--- src/rtl/match_report_tx_pkg.sv ---
// Shared definitions for the match report transmitter: word tags, FSM states,
// the per-packet descriptor layout and helpers that build output words.
package match_report_tx_pkg;

  localparam logic [1:0] HDR_TAG  = 2'b10;
  localparam logic [1:0] BODY_TAG = 2'b00;

  typedef enum logic [1:0] {
    ST_IDLE = 2'd0,
    ST_HDR  = 2'd1,
    ST_BODY = 2'd2
  } state_t;

  // One descriptor per packet that stored at least one ID.
  typedef struct packed {
    logic       ovf;
    logic [7:0] count;
  } desc_t;

  localparam int DESC_W = $bits(desc_t);

  function automatic logic [15:0] make_header(input desc_t d);
    return {HDR_TAG, d.ovf, 5'b0, d.count};
  endfunction

  function automatic logic [15:0] make_body(input logic [13:0] id);
    return {BODY_TAG, id};
  endfunction

endpackage

--- src/rtl/match_report_tx_if.sv ---
// Report output stream: valid/ready with a last-word marker.
//   out_data  : header or body word
//   out_valid : out_data valid
//   out_ready : consumer accepts on out_valid & out_ready
//   out_last  : final word of a report
interface match_report_tx_if;
  logic [15:0] out_data;
  logic        out_valid;
  logic        out_ready;
  logic        out_last;

  modport master (output out_data, output out_valid, output out_last, input out_ready);
  modport slave  (input out_data, input out_valid, input out_last, output out_ready);
endinterface

--- src/rtl/match_report_tx_sync_fifo.sv ---
// Single-clock first-word-fall-through FIFO.
//   push/din   : write when not full, or when a same-cycle pop frees a slot
//   pop/dout   : dout shows the head; pop advances it when not empty
//   full/empty : from the registered occupancy
module match_report_tx_sync_fifo #(
  parameter int WIDTH = 8,
  parameter int DEPTH = 16
) (
  input  logic             clk,
  input  logic             reset,
  input  logic             push,
  input  logic [WIDTH-1:0] din,
  input  logic             pop,
  output logic [WIDTH-1:0] dout,
  output logic             full,
  output logic             empty
);

  localparam int AW = $clog2(DEPTH);

  logic [WIDTH-1:0] mem [DEPTH];
  logic [AW-1:0]    wr_ptr, rd_ptr;
  logic [AW:0]      count;
  logic             do_push, do_pop;

  assign full    = (count == (AW+1)'(DEPTH));
  assign empty   = (count == '0);
  assign do_pop  = pop && !empty;
  assign do_push = push && (!full || do_pop);
  assign dout    = mem[rd_ptr];

  // NOTE: storage carries no reset; only pointers and occupancy define contents,
  // so flushing them is enough and the array can map onto plain RAM.
  always_ff @(posedge clk) begin
    if (do_push) mem[wr_ptr] <= din;
  end

  // Pointers wrap naturally because DEPTH is a power of two.
  always_ff @(posedge clk or posedge reset) begin
    if (reset) begin
      wr_ptr <= '0;
      rd_ptr <= '0;
      count  <= '0;
    end else begin
      if (do_push) wr_ptr <= wr_ptr + 1'b1;
      if (do_pop)  rd_ptr <= rd_ptr + 1'b1;
      if (do_push && !do_pop)      count <= count + 1'b1;
      else if (do_pop && !do_push) count <= count - 1'b1;
    end
  end

endmodule

--- src/rtl/match_report_tx.sv ---
// Buffers non-zero pattern IDs per packet and sends one framed report per
// packet: a header {10,ovf,00000,count} followed by one body word per ID.
//   clk, reset  : single clock, async active-high reset
//   pattern_in  : matched ID, 0 = no match (no backpressure possible)
//   pattern_eop : last cycle of the current packet
//   tx          : report stream (master side)
//   drop_cnt    : saturating count of dropped IDs
//   busy        : report queued or in flight
module match_report_tx
  import match_report_tx_pkg::*;
#(
  parameter int FIFO_DEPTH  = 16,
  parameter int MAX_PER_PKT = 15
) (
  input  logic                 clk,
  input  logic                 reset,
  input  logic [13:0]          pattern_in,
  input  logic                 pattern_eop,
  match_report_tx_if.master    tx,
  output logic [15:0]          drop_cnt,
  output logic                 busy
);

  localparam logic [7:0] MAX_CNT = 8'(MAX_PER_PKT);

  logic        id_push, id_pop, id_full, id_empty;
  logic [13:0] id_dout;
  logic        desc_push, desc_pop, desc_full, desc_empty;
  desc_t       desc_din, desc_dout;

  logic        hit, drop, hs;
  logic [7:0]  pkt_cnt, cnt_now, remaining;
  logic        pkt_ovf;
  state_t      state;

  // NOTE: every combinational output gets a default first so no path leaves
  // it unassigned, which would otherwise infer a latch.
  always_comb begin
    hit            = (pattern_in != '0);
    id_push        = hit && (!id_full || id_pop) && (pkt_cnt < MAX_CNT);
    drop           = hit && !id_push;
    cnt_now        = pkt_cnt + 8'(id_push);
    desc_din.ovf   = pkt_ovf | drop;
    desc_din.count = cnt_now;
    // A packet that stored nothing produces no report, even if it overflowed.
    desc_push      = pattern_eop && (cnt_now != '0) && !desc_full;
  end

  always_comb begin
    hs       = tx.out_valid && tx.out_ready;
    id_pop   = 1'b0;
    desc_pop = 1'b0;
    unique case (state)
      ST_IDLE: desc_pop = !desc_empty;
      ST_HDR:  id_pop   = hs && !id_empty;
      ST_BODY: begin
        if (hs && tx.out_last) desc_pop = !desc_empty;
        else if (hs)           id_pop   = !id_empty;
      end
      default: ;
    endcase
  end

  assign busy = (state != ST_IDLE) || !desc_empty;

  match_report_tx_sync_fifo #(.WIDTH(14), .DEPTH(FIFO_DEPTH)) u_id_fifo (
    .clk(clk), .reset(reset), .push(id_push), .din(pattern_in), .pop(id_pop),
    .dout(id_dout), .full(id_full), .empty(id_empty)
  );

  match_report_tx_sync_fifo #(.WIDTH(DESC_W), .DEPTH(FIFO_DEPTH)) u_desc_fifo (
    .clk(clk), .reset(reset), .push(desc_push), .din(desc_din), .pop(desc_pop),
    .dout(desc_dout), .full(desc_full), .empty(desc_empty)
  );

  // NOTE: state is updated with non-blocking assignments so every register
  // samples pre-edge values regardless of statement order.
  always_ff @(posedge clk or posedge reset) begin
    if (reset) begin
      pkt_cnt  <= '0;
      pkt_ovf  <= 1'b0;
      drop_cnt <= '0;
    end else begin
      if (pattern_eop) begin
        pkt_cnt <= '0;
        pkt_ovf <= 1'b0;
      end else begin
        pkt_cnt <= cnt_now;
        pkt_ovf <= pkt_ovf | drop;
      end
      if (drop && drop_cnt != 16'hFFFF) drop_cnt <= drop_cnt + 16'd1;
    end
  end

  // The output register holds the word currently offered; an ID is popped
  // from its FIFO at the moment it is loaded, so `remaining` counts IDs not
  // yet loaded and out_last is set when the final one goes in.
  always_ff @(posedge clk or posedge reset) begin
    if (reset) begin
      state        <= ST_IDLE;
      remaining    <= '0;
      tx.out_valid <= 1'b0;
      tx.out_data  <= '0;
      tx.out_last  <= 1'b0;
    end else begin
      unique case (state)
        ST_IDLE: begin
          if (!desc_empty) begin
            state        <= ST_HDR;
            remaining    <= desc_dout.count;
            tx.out_valid <= 1'b1;
            tx.out_data  <= make_header(desc_dout);
            tx.out_last  <= 1'b0;
          end
        end
        ST_HDR: begin
          if (hs) begin
            state       <= ST_BODY;
            remaining   <= remaining - 8'd1;
            tx.out_data <= make_body(id_dout);
            tx.out_last <= (remaining == 8'd1);
          end
        end
        ST_BODY: begin
          if (hs) begin
            if (tx.out_last) begin
              if (!desc_empty) begin
                // Back-to-back report: next header with no idle cycle.
                state       <= ST_HDR;
                remaining   <= desc_dout.count;
                tx.out_data <= make_header(desc_dout);
                tx.out_last <= 1'b0;
              end else begin
                state        <= ST_IDLE;
                tx.out_valid <= 1'b0;
                tx.out_last  <= 1'b0;
              end
            end else begin
              remaining   <= remaining - 8'd1;
              tx.out_data <= make_body(id_dout);
              tx.out_last <= (remaining == 8'd1);
            end
          end
        end
        default: state <= ST_IDLE;
      endcase
    end
  end

endmodule

--- src/flat_wrapper.sv ---
// flat-port wrapper written by rule: the top's interface ports become plain ports
module match_report_tx_flat import match_report_tx_pkg::*;
#(
  parameter int FIFO_DEPTH  = 16,
  parameter int MAX_PER_PKT = 15
)
  (clk, reset, pattern_in, pattern_eop, drop_cnt, busy, tx_out_data, tx_out_valid, tx_out_last, tx_out_ready);
  match_report_tx_if tx_i ();
  input  logic clk;
  input  logic reset;
  input  logic [13:0] pattern_in;
  input  logic pattern_eop;
  output logic [15:0] drop_cnt;
  output logic busy;
  output wire logic [$bits(tx_i.out_data)-1:0] tx_out_data;
  output wire logic [$bits(tx_i.out_valid)-1:0] tx_out_valid;
  output wire logic [$bits(tx_i.out_last)-1:0] tx_out_last;
  input wire logic [$bits(tx_i.out_ready)-1:0] tx_out_ready;
  assign tx_out_data = tx_i.out_data;
  assign tx_out_valid = tx_i.out_valid;
  assign tx_out_last = tx_i.out_last;
  assign tx_i.out_ready = tx_out_ready;
  match_report_tx #(.FIFO_DEPTH(FIFO_DEPTH), .MAX_PER_PKT(MAX_PER_PKT)) u_core (.clk(clk), .reset(reset), .pattern_in(pattern_in), .pattern_eop(pattern_eop), .tx(tx_i), .drop_cnt(drop_cnt), .busy(busy));
endmodule
--- config.mk ---
export PLATFORM = sky130hd
export DESIGN_NAME = match_report_tx_flat
export DESIGN_NICKNAME = d
export VERILOG_FILES = /design/src/rtl/match_report_tx_pkg.sv /design/src/rtl/match_report_tx_if.sv /design/src/rtl/match_report_tx_sync_fifo.sv /design/src/rtl/match_report_tx.sv /design/src/flat_wrapper.sv
export SDC_FILE = /design/constraint.sdc
export NUM_CORES = 1
export LEC_CHECK = 0
export BUFFER_PORTS_ARGS = -buffer_cell sky130_fd_sc_hd__buf_2
export CORE_MARGIN = 2
export CORE_UTILIZATION = 42
export DETAILED_ROUTE_END_ITERATION = 8
export HOLD_SLACK_MARGIN = 0.12
export PLACE_DENSITY = 0.67
export SYNTH_ARGS = -nofsm -noshare
export SYNTH_HDL_FRONTEND = slang
export SYNTH_SLANG_ARGS = --single-unit
--- constraint.sdc ---
create_clock -name clk -period 4.2 [get_ports clk]
set_input_delay 0.84 -clock clk [delete_from_list [all_inputs] [get_ports clk]]
set_output_delay 0.84 -clock clk [all_outputs]
set_load 0.005 [all_outputs]
==> Word level (Yosys, flattened, before mapping) <==
Memory sizes are Yosys's and may differ from the RTL's.
Index checks and enable logic that the tools add are counted.
{ "op_classes": {"bitwise_logic": 1, "muxes": 41, "eq_ne": 11, "order_cmp": 1, "n_addsub": 11, "reduce_logical": 44} }
{ "op_table": {"columns": ["operator", "count"], "rows": [
  ["two-way mux 16 bit", 4],
  ["case mux 16 bit (3 select lines)", 1],
  ["two-way mux 8 bit", 5],
  ["case mux 8 bit (3 select lines)", 1],
  ["two-way mux 5 bit", 4],
  ["logical AND 1 bit", 17],
  ["two-way mux 1 bit", 17],
  ["adder 16 x 1 -> 16 bit (second input constant)", 1],
  ["adder 4 x 1 -> 4 bit (second input constant)", 4],
  ["inequality test 16 bit (second input constant)", 1],
  ["nonzero test 14 bit", 1],
  ["adder 5 x 1 -> 5 bit (second input constant)", 2],
  ["equality test 5 bit (second input constant)", 2],
  ["logical NOT 5 bit", 2],
  ["subtractor 5 x 1 -> 5 bit (second input constant)", 2],
  ["logical NOT 1 bit", 9],
  ["adder 8 x 1 -> 8 bit", 1],
  ["equality test 8 x 1 -> 1 bit (second input constant)", 1],
  ["less-than comparator 8 x 4 -> 1 bit (second input constant)", 1],
  ["two-way mux 2 bit", 4],
  ["inequality test 2 x 1 -> 1 bit (second input constant)", 4],
  ["AND reduction 4 bit", 2],
  ["nonzero test 2 bit", 4],
  ["nonzero test 8 bit", 1],
  ["other kinds (13)", 18]
]} }
{ "totals": {"n_memories": 2, "elab_cells": 125, "input_bits": 18, "mem_bits_rw": 368, "output_inout_bits": 35, "regBits": 79} }
{ "mem_list": {"columns": ["memory", "depth", "width", "rd", "rd_ports_with_merged_regs", "write_ports", "line_no", "source"], "rows": [
  ["u_core.u_id_fifo.mem", 16, 14, 1, 0, 1, "match_report_tx_sync_fifo.sv:21", "logic [WIDTH-1:0] mem [DEPTH];"],
  ["u_core.u_desc_fifo.mem", 16, 9, 1, 0, 1, "match_report_tx_sync_fifo.sv:21", null]
]} }

==> Longest topological paths before layout <==
Gate-level depths: netlist of run 1.
{ "depth": {"word_depth": 17, "mapped_depth": 22, "depth_no_buf": 21} }

==> Cells and area by module <==
Synthesis of run 1 repeated with hierarchy kept, for this count alone.
{ "hier_totals": {"cells_unflattened": 1115, "hier_area_um2": 18506.5} }
{ "modules_own_cells": {"columns": ["mod", "instances", "area_per_inst_um2", "seq_area_each_um2", "cells_per_inst"], "rows": [
  ["match_report_tx_sync_fifo (u_core.u_id_fifo)", 1, 9384.0, 7051.8, 490],
  ["match_report_tx_sync_fifo (u_core.u_desc_fifo)", 1, 6328.6, 4649.5, 351],
  ["match_report_tx", 1, 2793.9, 1326.3, 274]
]} }

==> Least setup slack after synthesis of run 1 <==
No wires, ideal clock.
{ "synth_timing": {"path_type": "register -> register", "startpoint": "register u_core.state[0]", "endpoint": "register u_core.u_desc_fifo.count[4]", "slack_ps": -165, "setup_time_ps": 125, "arrival_time_ps": 4240, "path_buffers": 1, "period_less_slack_ps": 4365, "path_stages_with_launch": 22, "required_time_ps": 4075, "cell_sequence": "dfrtp_1 -> inv_1 -> ha_1 -> and2b_4 -> o2111ai_2 -> a31oi_4 -> and2_1 -> ha_1 -> nand3_1 -> xnor2_1 -> nor3_1 -> a41o_1 -> buf_2 -> inv_2 -> ha_1 -> inv_1 -> fa_1 -> a21o_1 -> a21oi_1 -> xnor2_1 -> nor2_1 -> xor2_1"} }
{ "synth_via": {"elab_chain_cells": 13, "elab_cells_between_ends": 21, "cone_classes": "add/sub (1); eq/ne (2); mux (3); reduce/logical (15)"} }
{ "synth_lines": {"columns": ["item", "line_no", "source"], "rows": [
  ["start, declared", "match_report_tx.sv:34", "state_t state;"],
  ["start signal, assigned", "match_report_tx.sv:100", "state <= ST_IDLE;"],
  ["start signal, assigned", "match_report_tx.sv:109", "state <= ST_HDR;"],
  ["start signal, assigned", "match_report_tx.sv:118", "state <= ST_BODY;"],
  ["equality test 2 bit / equality test 2 x 1 -> 1 bit (equally long branches)", "match_report_tx.sv:53", "unique case (state)"],
  ["case mux 1 bit (2 select lines) (*)", "match_report_tx.sv:53", null],
  ["logical OR 1 bit (*)", "match_report_tx.sv:40", "id_push = hit && (!id_full || id_pop) && (pkt_cnt < MAX_CNT);"],
  ["logical AND 1 bit (*) (2 in a row)", "match_report_tx.sv:40", null],
  ["adder 8 x 1 -> 8 bit (*)", "match_report_tx.sv:42", "cnt_now = pkt_cnt + 8'(id_push);"],
  ["via u_core.cnt_now[3]", "match_report_tx.sv:32", "logic [7:0] pkt_cnt, cnt_now, remaining;"],
  ["nonzero test 8 bit (*)", "match_report_tx.sv:46", "desc_push = pattern_eop && (cnt_now != '0) && !desc_full;"],
  ["logical AND 1 bit (*) (2 in a row)", "match_report_tx.sv:46", null],
  ["logical AND 1 bit (*)", "match_report_tx_sync_fifo.sv:29", "assign do_push = push && (!full || do_pop);"],
  ["via u_core.u_desc_fifo.do_push", "match_report_tx_sync_fifo.sv:24", "logic do_push, do_pop;"],
  ["logical NOT 1 bit", "match_report_tx_sync_fifo.sv:48", "else if (do_pop && !do_push) count <= count - 1'b1;"],
  ["logical AND 1 bit", "match_report_tx_sync_fifo.sv:48", null],
  ["nonzero test 2 bit (no line)", null, null],
  ["end signal, assigned", "match_report_tx_sync_fifo.sv:47", "if (do_push && !do_pop) count <= count + 1'b1;"],
  ["end signal, assigned", "match_report_tx_sync_fifo.sv:48", null],
  ["end, declared", "match_report_tx_sync_fifo.sv:23", "logic [AW:0] count;"]
]} }
Mark *: on every way through the listed nets, which the timed path passes. The rest lies on a longest branch.
A chain may end at the register's enable or synchronous reset.

==> Final worst setup path of run 1 <==
{ "layout_timing": {"startpoint": "register u_core.state[0]", "endpoint": "register u_core.u_desc_fifo.count[4]"} }
{ "layout_via": {"elab_chain_cells": 13, "elab_cells_between_ends": 21, "cone_classes": "add/sub (1); eq/ne (2); mux (3); reduce/logical (15)"} }
{ "layout_lines": {"columns": ["item", "line_no"], "rows": [
  ["equality test 2 bit / equality test 2 x 1 -> 1 bit (equally long branches)", "match_report_tx.sv:53"],
  ["case mux 1 bit (2 select lines)", "match_report_tx.sv:53"],
  ["logical OR 1 bit", "match_report_tx.sv:40"],
  ["logical AND 1 bit (2 in a row)", "match_report_tx.sv:40"],
  ["adder 8 x 1 -> 8 bit", "match_report_tx.sv:42"],
  ["nonzero test 8 bit", "match_report_tx.sv:46"],
  ["logical AND 1 bit (2 in a row)", "match_report_tx.sv:46"],
  ["logical AND 1 bit (*)", "match_report_tx_sync_fifo.sv:29"],
  ["via u_core.u_desc_fifo.do_push", "match_report_tx_sync_fifo.sv:24"],
  ["logical NOT 1 bit", "match_report_tx_sync_fifo.sv:48"],
  ["logical AND 1 bit", "match_report_tx_sync_fifo.sv:48"],
  ["nonzero test 2 bit (no line)", null]
]} }
Marks and branches as above.

==> results of run 1 <==
-- through the flow --
| step | std cells | setup TNS, ns | power (mW) | util [%] | worst slack [ns] |
|---|---|---|---|---|---|
| after floorplan | 1008 | 0 | 9.624 | - | 0.006321 |
| after global placement | 1677 | -1.185 | 11.04 | 45.88 | -0.4818 |
| after detailed placement | 1677 | -1.489 | 11.16 | 45.88 | -0.5579 |
| after CTS | 1762 | 0 | 15.16 | 49.34 | 0.004306 |
| after global routing | 1765 | 0 | 15.84 | 49.49 | 0.006097 |
| final | 1765 | 0 | 15.04 | 49.49 | 0.2686 |
-- sequential cells by signal (all words and copies together) (netlist names) --
| signal | cells |
|---|---|
| u_core.tx.out_data | 16 |
| u_core.pkt_cnt | 8 |
| u_core.u_id_fifo.count | 5 |
| u_core.remaining | 8 |
| u_core.tx.out_valid | 1 |
| u_core.u_desc_fifo.count | 5 |
| u_core.tx.out_last | 1 |
| u_core.state | 2 |
| u_core.pkt_ovf | 1 |
| u_core.u_id_fifo.mem | 224 |
| u_core.drop_cnt | 16 |
| u_core.u_desc_fifo.wr_ptr | 4 |
| u_core.u_desc_fifo.mem | 144 |
| u_core.u_id_fifo.wr_ptr | 4 |
| u_core.u_desc_fifo.rd_ptr | 4 |
| u_core.u_id_fifo.rd_ptr | 4 |
-- critical path, delay by kind of cell (launching register included) --
kind	cells	cell delay, ns
adders and majority gates	5	1.12
AOI/OAI and AO/OA	6	1.03
and+or+nand+nor	5	0.77
DFF	1	0.40
xor gates and xnor gates	2	0.27
buffers and inverters	3	0.22
-- per-layer routing --
metal | track usage [%] | vias up | wire length [um]
li1 | - | 4251 | -
met5 | 0 | - | 0
met3 | 3.295 | 63 | 1652
met4 | 4.741 | 0 | 824
met1 | 22.78 | 4906 | 16100
met2 | 30.07 | 197 | 19710
-- power by group --
part	leakage, nW	switching [mW]	internal, mW
Combinational	2.55	2.37	2.24
Clock	0.721	1.64	2.35
Sequential	4.38	0.721	5.73
-- cell usage after synthesis, drive strengths merged (3+ instances only) --
cell type  count  area [um2]
a21o           4       30.03
a21oi         14       70.07
a22o           6       52.55
a22oi          6       55.05
a2bb2oi        5       43.79
and2          15       93.84
and3           7       43.79
and4           3       26.28
buf           32       217.7
clkbuf        14       52.55
dfrtp         79        1977
edfxtp       368       11050
ha            29       362.9
inv           25       93.84
mux2          17       195.2
mux2i         21       210.2
mux4          97        2203
nand2         49       183.9
nand2b         4       25.02
nand3         29       145.1
nand4         11       68.82
nor2          36       135.1
nor2b         14       87.58
nor3          20       111.4
nor4           8       56.30
o211ai         9       67.56
o21ai         16       83.83
or3            4       25.02
xnor2         31       271.5
xor2          13       113.9
-- path summary, 6_finish.rpt --
kind,slack [ns],endpoint,from,depth (start not counted)
worst max-delay path,0.27,u_core.u_desc_fifo.count[4],u_core.state[0],21
worst max register to register,0.27,u_core.u_desc_fifo.count[4],u_core.state[0],21
worst min register to register,0.49,u_core.tx.out_data[5],u_core.tx.out_data[5],2
max in group asynchronous,3.09,u_core.u_desc_fifo.rd_ptr[0],reset,3
worst min-delay path,0.28,u_core.u_desc_fifo.count[3],reset,2
min in group clk,0.49,u_core.tx.out_data[5],u_core.tx.out_data[5],2
-- layout make-up --
| cell class | count | area (um2) | share of cell area [%] |
|---|---|---|---|
| clock buffer | 61 | 1259 | 5.891 |
| clock inverter | 24 | 222.7 | 1.042 |
| inverter | 25 | 95.09 | 0.4451 |
| multi-input combinational | 490 | 5090 | 23.82 |
| sequential | 447 | 13040 | 61.02 |
| tap | 585 | 732.0 | 3.426 |
| timing repair buffer | 133 | 930.9 | 4.357 |
-- logic make-up (layout without fill, tap and decap cells) --
kind of cell	Yosys count	in the layout	share of synthesized area (%)
DFF	447	447	70.83
AOI/OAI and AO/OA	74	74	2.959
and+or+nand+nor	206	206	5.756
buffers and inverters	71	243	1.980
xor gates and xnor gates	44	44	2.095
muxes	135	135	14.18
adders and majority gates	31	31	2.191
-- timing repair --
action | 4_1_cts | 5_1_grt
setup endpoints to repair | 2 | 2
resized for setup | 2 | 10
setup buffers | 0 | 3
pin swaps | 0 | 2
==> impl_metrics.ini, run 1 <==
[sta]
worstMarginPinSlew_ns = 1.359
finalCriticalPeriod_ns = 3.931
fmax_mhz = 254.4
period_share_pct = 93.61
hold_violations = 0
fin_skew_ns = 0.01555
setup_viol = 0
slew_violations = 0
grt_setup_unrepaired = false
slew_headroom_pct = 9.221
worst_hold_slack_ns = 0.2769

[critical_path]
slowest_stage = dfrtp_2
worstPathRequired_ns = 4.64
worstPathCellList = inv_1 > ha_1 > and2b_4 > o2111ai_4 > a31oi_4 > and2_1 > ha_4 > ha_4 > and3b_1 > nor3_1 > a21oi_1 > a41o_1 > inv_2 > ha_1 > inv_2 > fa_2 > a21o_1 > a21oi_2 > xnor2_1 > nor2_1 > xor2_1
slowest_delay_ns = 0.40
crit_type = reg2reg
startpoint_type = flip-flop
cp-end-kind = flip-flop
crit_fanout = 5
arrival_ns = 4.38

[logic_synthesis]
synth_edf_count = 368
ys_seq_area_share_pct = 70.83
synthArstFlopShare_pct = 17.67
ys.flop_type = edfxtp_1
synthesis.nets = 1057
synth_cells = 1008
syn-cell-area_mm2 = 0.01839
yosys_warnings = 0
ys_types = 61
ys_ff_latch = 447
syn_avg_cell_area_um2 = 18.25

[drt]
routed_wl_um = 38290
drt_iter0_markers = 733
firstDrtPassIters = 5
via_per_inst = 5.335
vias = 9417
ant_nets = 0
wl_per_cell_um = 21.69
drc = 0

[placed_design]
hpwlAfterDp_um = 24400
portBuffers = 52
gp_congestion = 0.7596
dpl_cell_area_mm2 = 0.01981

[clock_tree]
h-tree-depth = 2
worstSkewPairLatency_ns = 0.56
ctsHoldBuffers = 0
cts_buffers = 46
cts_tree = built
clock-sinks = 447
clk_pin_slew_ns = 0.06
cts_buffer_depth = 3
cts_root_buf = clkbuf_16

[final_layout]
nNetsFinal = 1192
area_growth_pct = 16.17
layout-drive-gt1-share_pct = 28.73
antenna-diode-count = 0
mostFrequentLayoutCells = 368 x edfxtp_1, 92 x mux4_2, 76 x buf_4
fillCellCount = 3548
design_area_mm2 = 0.02137
final_common_cell = edfxtp_1

[power_and_ir_drop]
p_leak_nw = 7.647
powerDensity_mw_per_mm2 = 704.2
ir_drop_mv = 0.4284

[floorplanning]
rows = 76
core-area_mm2 = 0.04317
die_h_um = 213.3
die_area_mm2 = 0.04548
fp.dieW_um = 213.3
ios = 53
initial_utilization_pct = 42.60

[grt]
grt_pass1_vias = 9646
overflow = 0
grt_max_degree = 34
grt_use_total_pct = 17.46
antenna_found_initial = 1
grt_pass1_wl_um = 58620

[flow_run]
drv_cap = 0

[status]
status = complete, no violations

[worst_hold_path]
hold_path.class = in2async
(Power assumes the default switching activity.)
==> run 2, diff against run 1 <==
REMOVE_ABC_BUFFERS = 1   (was default)
==> run 2 against run 1 <==
Net effect:
- clock power grew 7.3%
- routed wire length increased by 3.8%
- count of clock-buffer cells in the layout down 9
- final area is 0.15% higher
- highest routed layer unchanged
- largest power group unchanged
- global-route usage grew 0.67 points
- worst hold slack better by 0.083 ns
- critical endpoint unchanged
- worst setup slack worse by 0.083 ns
==> impl_metrics.ini, run 2 (synthesized netlist as in run 1, its figures left out) <==
[power_and_ir_drop]
powerDensity_mw_per_mm2 = 718.7
p_int_mw = 10.56
total_power_mw = 15.38
p_leak_nw = 7.674
p_sw_share_pct = 31.36
comb_power_share_pct = 30.0
power.switching_mw = 4.822
p_seq_share_pct = 42.2
ir_drop_mv = 0.4164
clkPwrFrac_pct = 27.8

[floorplanning]
die_h_um = 213.3
initial_utilization_pct = 42.60
core-area_mm2 = 0.04317
ios = 53
fp.dieW_um = 213.3
die_area_mm2 = 0.04548
rows = 76

[grt]
grt_max_degree = 35
grt_use_total_pct = 18.13
grt_pass1_wl_um = 60550
antenna_found_initial = 1
overflow = 0
grt_pass1_vias = 9851

[drt]
routed_wl_um = 39750
via_per_inst = 5.443
wl_per_cell_um = 22.57
drt_iter0_markers = 704
drc = 0
firstDrtPassIters = 6
ant_nets = 0
vias = 9586

[critical_path]
worstPathCellList = ha_1 > and2b_4 > o2111ai_2 > a31oi_4 > and2_1 > ha_2 > ha_2 > and3b_1 > nor3_1 > a21oi_1 > a41o_1 > inv_2 > ha_1 > inv_2 > fa_1 > a21o_1 > a21oi_1 > xnor2_1 > nor2_1 > xor2_1
cp.buffers_inverters = 2
slowest_delay_ns = 0.44
ff2ff_path_depth = 20
startpoint_type = flip-flop
critical-path-top-delay-family = adder cells
crit_type = reg2reg
crit_fanout = 5
slowest_stage = dfrtp_1
arrival_ns = 4.46
cp-end-kind = flip-flop
crit_cells = 20
worstPathRequired_ns = 4.64

[clock_tree]
worstSkewPairLatency_ns = 0.57
clock-sinks = 447
cts_tree = built
ctsHoldBuffers = 0
cts_root_buf = clkbuf_16
cts_buffer_depth = 3
h-tree-depth = 2
clk_pin_slew_ns = 0.06
cts_buffers = 45

[flow_run]
drv_cap = 0

[worst_hold_path]
hold_path.class = in2async

[sta]
setup_viol = 0
timing.final.ws_setup_ns = 0.1854
slew_headroom_pct = 15.47
period_share_pct = 95.58
grt_setup_unrepaired = false
fin_skew_ns = 0.02183
fmax_mhz = 249.1
worstMarginPinSlew_ns = 1.264
slew_violations = 0
hold_violations = 0
tns_ns = 0
finalCriticalPeriod_ns = 4.015

[placed_design]
dp_slack_ns = -0.3361
hpwlAfterDp_um = 24970
portBuffers = 52
gp_congestion = 0.7473

[final_layout]
largest_reg_flops = 224
area_growth_pct = 16.35
antenna-diode-count = 0
final_util_pct = 49.57
regMostFlops = u_core.u_id_fifo.mem
layout-drive-gt1-share_pct = 28.32
final_common_cell = edfxtp_1
fillCellCount = 3581
top_regs = u_core.u_id_fifo.mem (224), u_core.u_desc_fifo.mem (144)
nNetsFinal = 1189
mostFrequentLayoutCells = 368 x edfxtp_1, 92 x mux4_2, 75 x dfrtp_1

[status]
status = complete, no violations
[run 2: cell count changes in the layout (fill, tap and decap cells not counted), moves of 3 or more]
cell / change
clkbuf_8: -3
bufinv_16: +6
clkinv_1: +3
clkbuf_1: -4
clkinvlp_4: -3
[run 2: cell type report]
class / instances / area, um2 / share of cell area, %
sequential: 447 / 13040 / 60.92
tap: 585 / 732.0 / 3.421
timing repair buffer: 131 / 915.9 / 4.280
clock inverter: 31 / 419.2 / 1.959
multi-input combinational: 490 / 5049 / 23.59
clock buffer: 52 / 1152 / 5.385
inverter: 25 / 95.09 / 0.4444
[run 2: power groups by stage]
stage,combinational [mW],clock (mW),sequential (mW)
6_report,4.61,4.28,6.49
5_1_grt,5.02,4.52,6.60
4_1_cts,4.66,4.35,6.51
3_5_place_dp,4.64,0,6.59
3_3_place_gp,4.55,0,6.56
2_1_floorplan,2.98,0,6.49
[run 2: worst paths after layout]
path	from	end	slack [ns]
min in group clk	u_core.tx.out_data[14]	u_core.tx.out_data[14]	0.49
hold / removal	reset	u_core.drop_cnt[0]	0.36
setup reg to reg	u_core.state[1]	u_core.u_desc_fifo.count[4]	0.19
max in group asynchronous	reset	u_core.u_id_fifo.rd_ptr[0]	3.00
setup / recovery	u_core.state[1]	u_core.u_desc_fifo.count[4]	0.19
hold reg to reg	u_core.tx.out_data[14]	u_core.tx.out_data[14]	0.49
[run 2: repair_timing]
| action | 4_1_cts | 5_1_grt |
|---|---|---|
| hold endpoints to repair | 0 | 0 |
| resized for setup | 0 | 7 |
| buffers inserted | 0 | 1 |
| endpoints found under the setup margin | 0 | 2 |
[run 2: layer usage]
metal / GRT usage (%) / vias up / wire (um)
li1: - / 4257 / -
met1: 24.77 / 4974 / 16900
met2: 30.36 / 277 / 19970
met3: 2.412 / 78 / 1830
met4: 5.747 / 0 / 1054
met5: 0 / - / 0
[run 2: stage by stage]
| stage | area [um2] | std cells | hold WS (ns) |
|---|---|---|---|
| after floorplan | 18120 | 962 | 0.4728 |
| after global placement | 19800 | 1677 | 0.4652 |
| after detailed placement | 19800 | 1677 | 0.4750 |
| after CTS | 21370 | 1760 | 0.3729 |
| after global routing | 21400 | 1761 | 0.4044 |
| final | 21400 | 1761 | 0.3600 |
==> run 3, diff against run 2 <==
CORE_UTILIZATION = 56   (was 42)
CTS_CLUSTER_DIAMETER = 150   (was default)
PLACE_DENSITY = 0.83   (was 0.67)
==> run 3 against run 2 <==
Net effect:
- sequential power is 0.6% lower
- clock power is 5.6% lower
- global-route usage is 6.5 points higher
- largest cell class unchanged
- worst setup slack worse by 0.059 ns
- combinational power is 4.8% higher
- first-iteration DRC count is 56% higher
- critical path type unchanged
- maximum frequency is 1.5% lower
- sequential cell count stayed put
- routed wire length is 3.9% higher
- non-clock buffer count is 1 lower
- highest routed layer unchanged
- critical endpoint is now u_core.u_desc_fifo.count[3]
- utilization is 16 points higher
- die area is 25% lower
==> impl_metrics.ini, run 3 (synthesized netlist as in run 1, its figures left out) <==
[critical_path]
rrSetupSlack_ns = 0.13
crit_fanout = 5
crit_type = reg2reg
arrival_ns = 4.50
crit_end = u_core.u_desc_fifo.count[3]
cp-end-kind = flip-flop
r2r-start = u_core.state[0]
r2r_end = u_core.u_desc_fifo.count[3]
startpoint_type = flip-flop
worstPathRequired_ns = 4.63
startpoint = u_core.state[0]
ff2ff_path_depth = 21

[final_layout]
finalNonFillerCells = 1616
layout-drive-gt1-share_pct = 28.45
fillCellCount = 2019
regMostFlops = u_core.u_id_fifo.mem
ff_latch_area_mm2 = 0.01304
largest_reg_flops = 224
top_regs = u_core.u_id_fifo.mem (224), u_core.u_desc_fifo.mem (144)
multi_input_area_mm2 = 0.005109
nNetsFinal = 1188
area_growth_pct = 15.22
antenna-diode-count = 0
final_common_cell = edfxtp_1
mostFrequentLayoutCells = 368 x edfxtp_1, 92 x mux4_2, 75 x dfrtp_1
design_area_mm2 = 0.02119

[sta]
period_share_pct = 97.00
setup_viol = 0
timing.final.ws_setup_ns = 0.1261
worstMarginPinSlew_ns = 1.358
finalCriticalPeriod_ns = 4.074
hold_violations = 0
slew_violations = 0
fin_skew_ns = 0.02999
slew_headroom_pct = 8.835
fmax_mhz = 245.5

[clock_tree]
cts_buffers = 45
cts_tree = built
clk_pin_slew_ns = 0.07
cts_buffer_depth = 3
h-tree-depth = 2
clock-sinks = 447
cts_root_buf = clkbuf_16
worstSkewPairLatency_ns = 0.56

[floorplanning]
fp.dieW_um = 185.2
initial_utilization_pct = 56.67
die_area_mm2 = 0.03431
core-area_mm2 = 0.03245
rows = 66
ios = 53
die_h_um = 185.2

[drt]
routed_wl_um = 41320
ant_nets = 0
drt_iter0_markers = 1097
drc = 0
wl_per_cell_um = 25.57
vias = 10110
firstDrtPassIters = 7
via_per_inst = 6.259

[placed_design]
gp_congestion = 0.8652
dp_slack_ns = -0.4280
portBuffers = 52
hpwlAfterDp_um = 23920
dpl_cell_area_mm2 = 0.01957
place_inst = 1527

[grt]
grt_pass1_vias = 10340
overflow = 0
grt_max_degree = 58
grt_pass1_wl_um = 62000
grt_use_total_pct = 24.62
antenna_found_initial = 0

[power_and_ir_drop]
powerDensity_mw_per_mm2 = 722.9
ir_drop_mv = 0.3754
p_leak_nw = 7.633

[status]
status = complete, no violations

[flow_run]
drv_cap = 0

[worst_hold_path]
hold_path.class = reg2reg
run 3: changes by cell type in the layout (fill, tap and decap cells not counted), moves of 2 or more:
cell        change
clkinvlp_4      +2
inv_6           -3
ha_4            +2
bufinv_16       -4
ha_1            -2
clkinv_1        -3
clkinv_2        -2
clkbuf_1        +6
run 3: what timing repair did:
action,CTS,global route
hold buffers,0,0
pin swaps,2,5
endpoints found under the setup margin,2,2
endpoints found under the hold margin,0,0
setup buffers,3,4
resized for setup,7,10
run 3: power breakdown:
group / leakage (nW) / internal [mW] / switching [mW]
Combinational: 2.54 / 2.28 / 2.55
Sequential: 4.38 / 5.73 / 0.726
Clock: 0.715 / 2.38 / 1.66
run 3: per-layer routing:
layer / vias to the layer above / part of all wire (%) / global-route usage (%)
met4: 0 / 3.0 / 8.921
met3: 98 / 9.1 / 4.837
met5: - / 0 / 0
li1: 4243 / - / -
met2: 603 / 49 / 39.79
met1: 5170 / 39 / 33.73
run 3: critical path: stages, from the launching register on:
cell and delay [ns]:
dfrtp_1 0.42, inv_2 0.11, ha_2 0.19, and2b_4 0.19, o2111ai_4 0.16, a31oi_4 0.21, and2_4 0.18, ha_4 0.16
ha_4 0.17, inv_1 0.04, or3_1 0.40, o311ai_2 0.10, a41o_1 0.27, inv_2 0.06, ha_1 0.23, inv_2 0.10
buf_4 0.11, ha_1 0.23, a21o_1 0.20, a21oi_2 0.15, xor2_1 0.18, o21ai_1 0.09
run 3: worst min-delay path by stage:
stage / slack [ns] / cells after the start / end / startpoint
3_3_place_gp: 0.47 / 1 / u_core.drop_cnt[11] / u_core.drop_cnt[11]
2_1_floorplan: 0.47 / 1 / u_core.remaining[6] / u_core.remaining[6]
5_1_grt: 0.51 / 1 / u_core.drop_cnt[11] / u_core.drop_cnt[11]
4_1_cts: 0.49 / 1 / u_core.drop_cnt[15] / u_core.drop_cnt[15]
6_report: 0.49 / 1 / u_core.drop_cnt[15] / u_core.drop_cnt[15]
3_5_place_dp: 0.48 / 1 / u_core.drop_cnt[15] / u_core.drop_cnt[15]
run 3: area by class of cell:
class                           instances  share of cell area (%)
Clock buffer                           59                   5.609
Clock inverter                         23                   1.423
Inverter                               25                  0.4487
Multi-Input combinational cell        490                   24.11
Sequential cell                       447                   61.51
Tap cell                              442                   2.610
Timing Repair Buffer                  130                   4.287
run 3: metrics by stage:
stage          hold WS (ns)  power (mW)  utilization, %  TNS [ns]
2_1_floorplan        0.4728       9.467               -   -0.5908
4_1_cts              0.4927       15.28           65.08         0
6_report             0.4871       15.32           65.29         0
5_1_grt              0.5109       15.93           65.29  -0.05252
3_3_place_gp         0.4690       10.89           60.30   -0.6460
3_5_place_dp         0.4845       11.11           60.30    -1.067
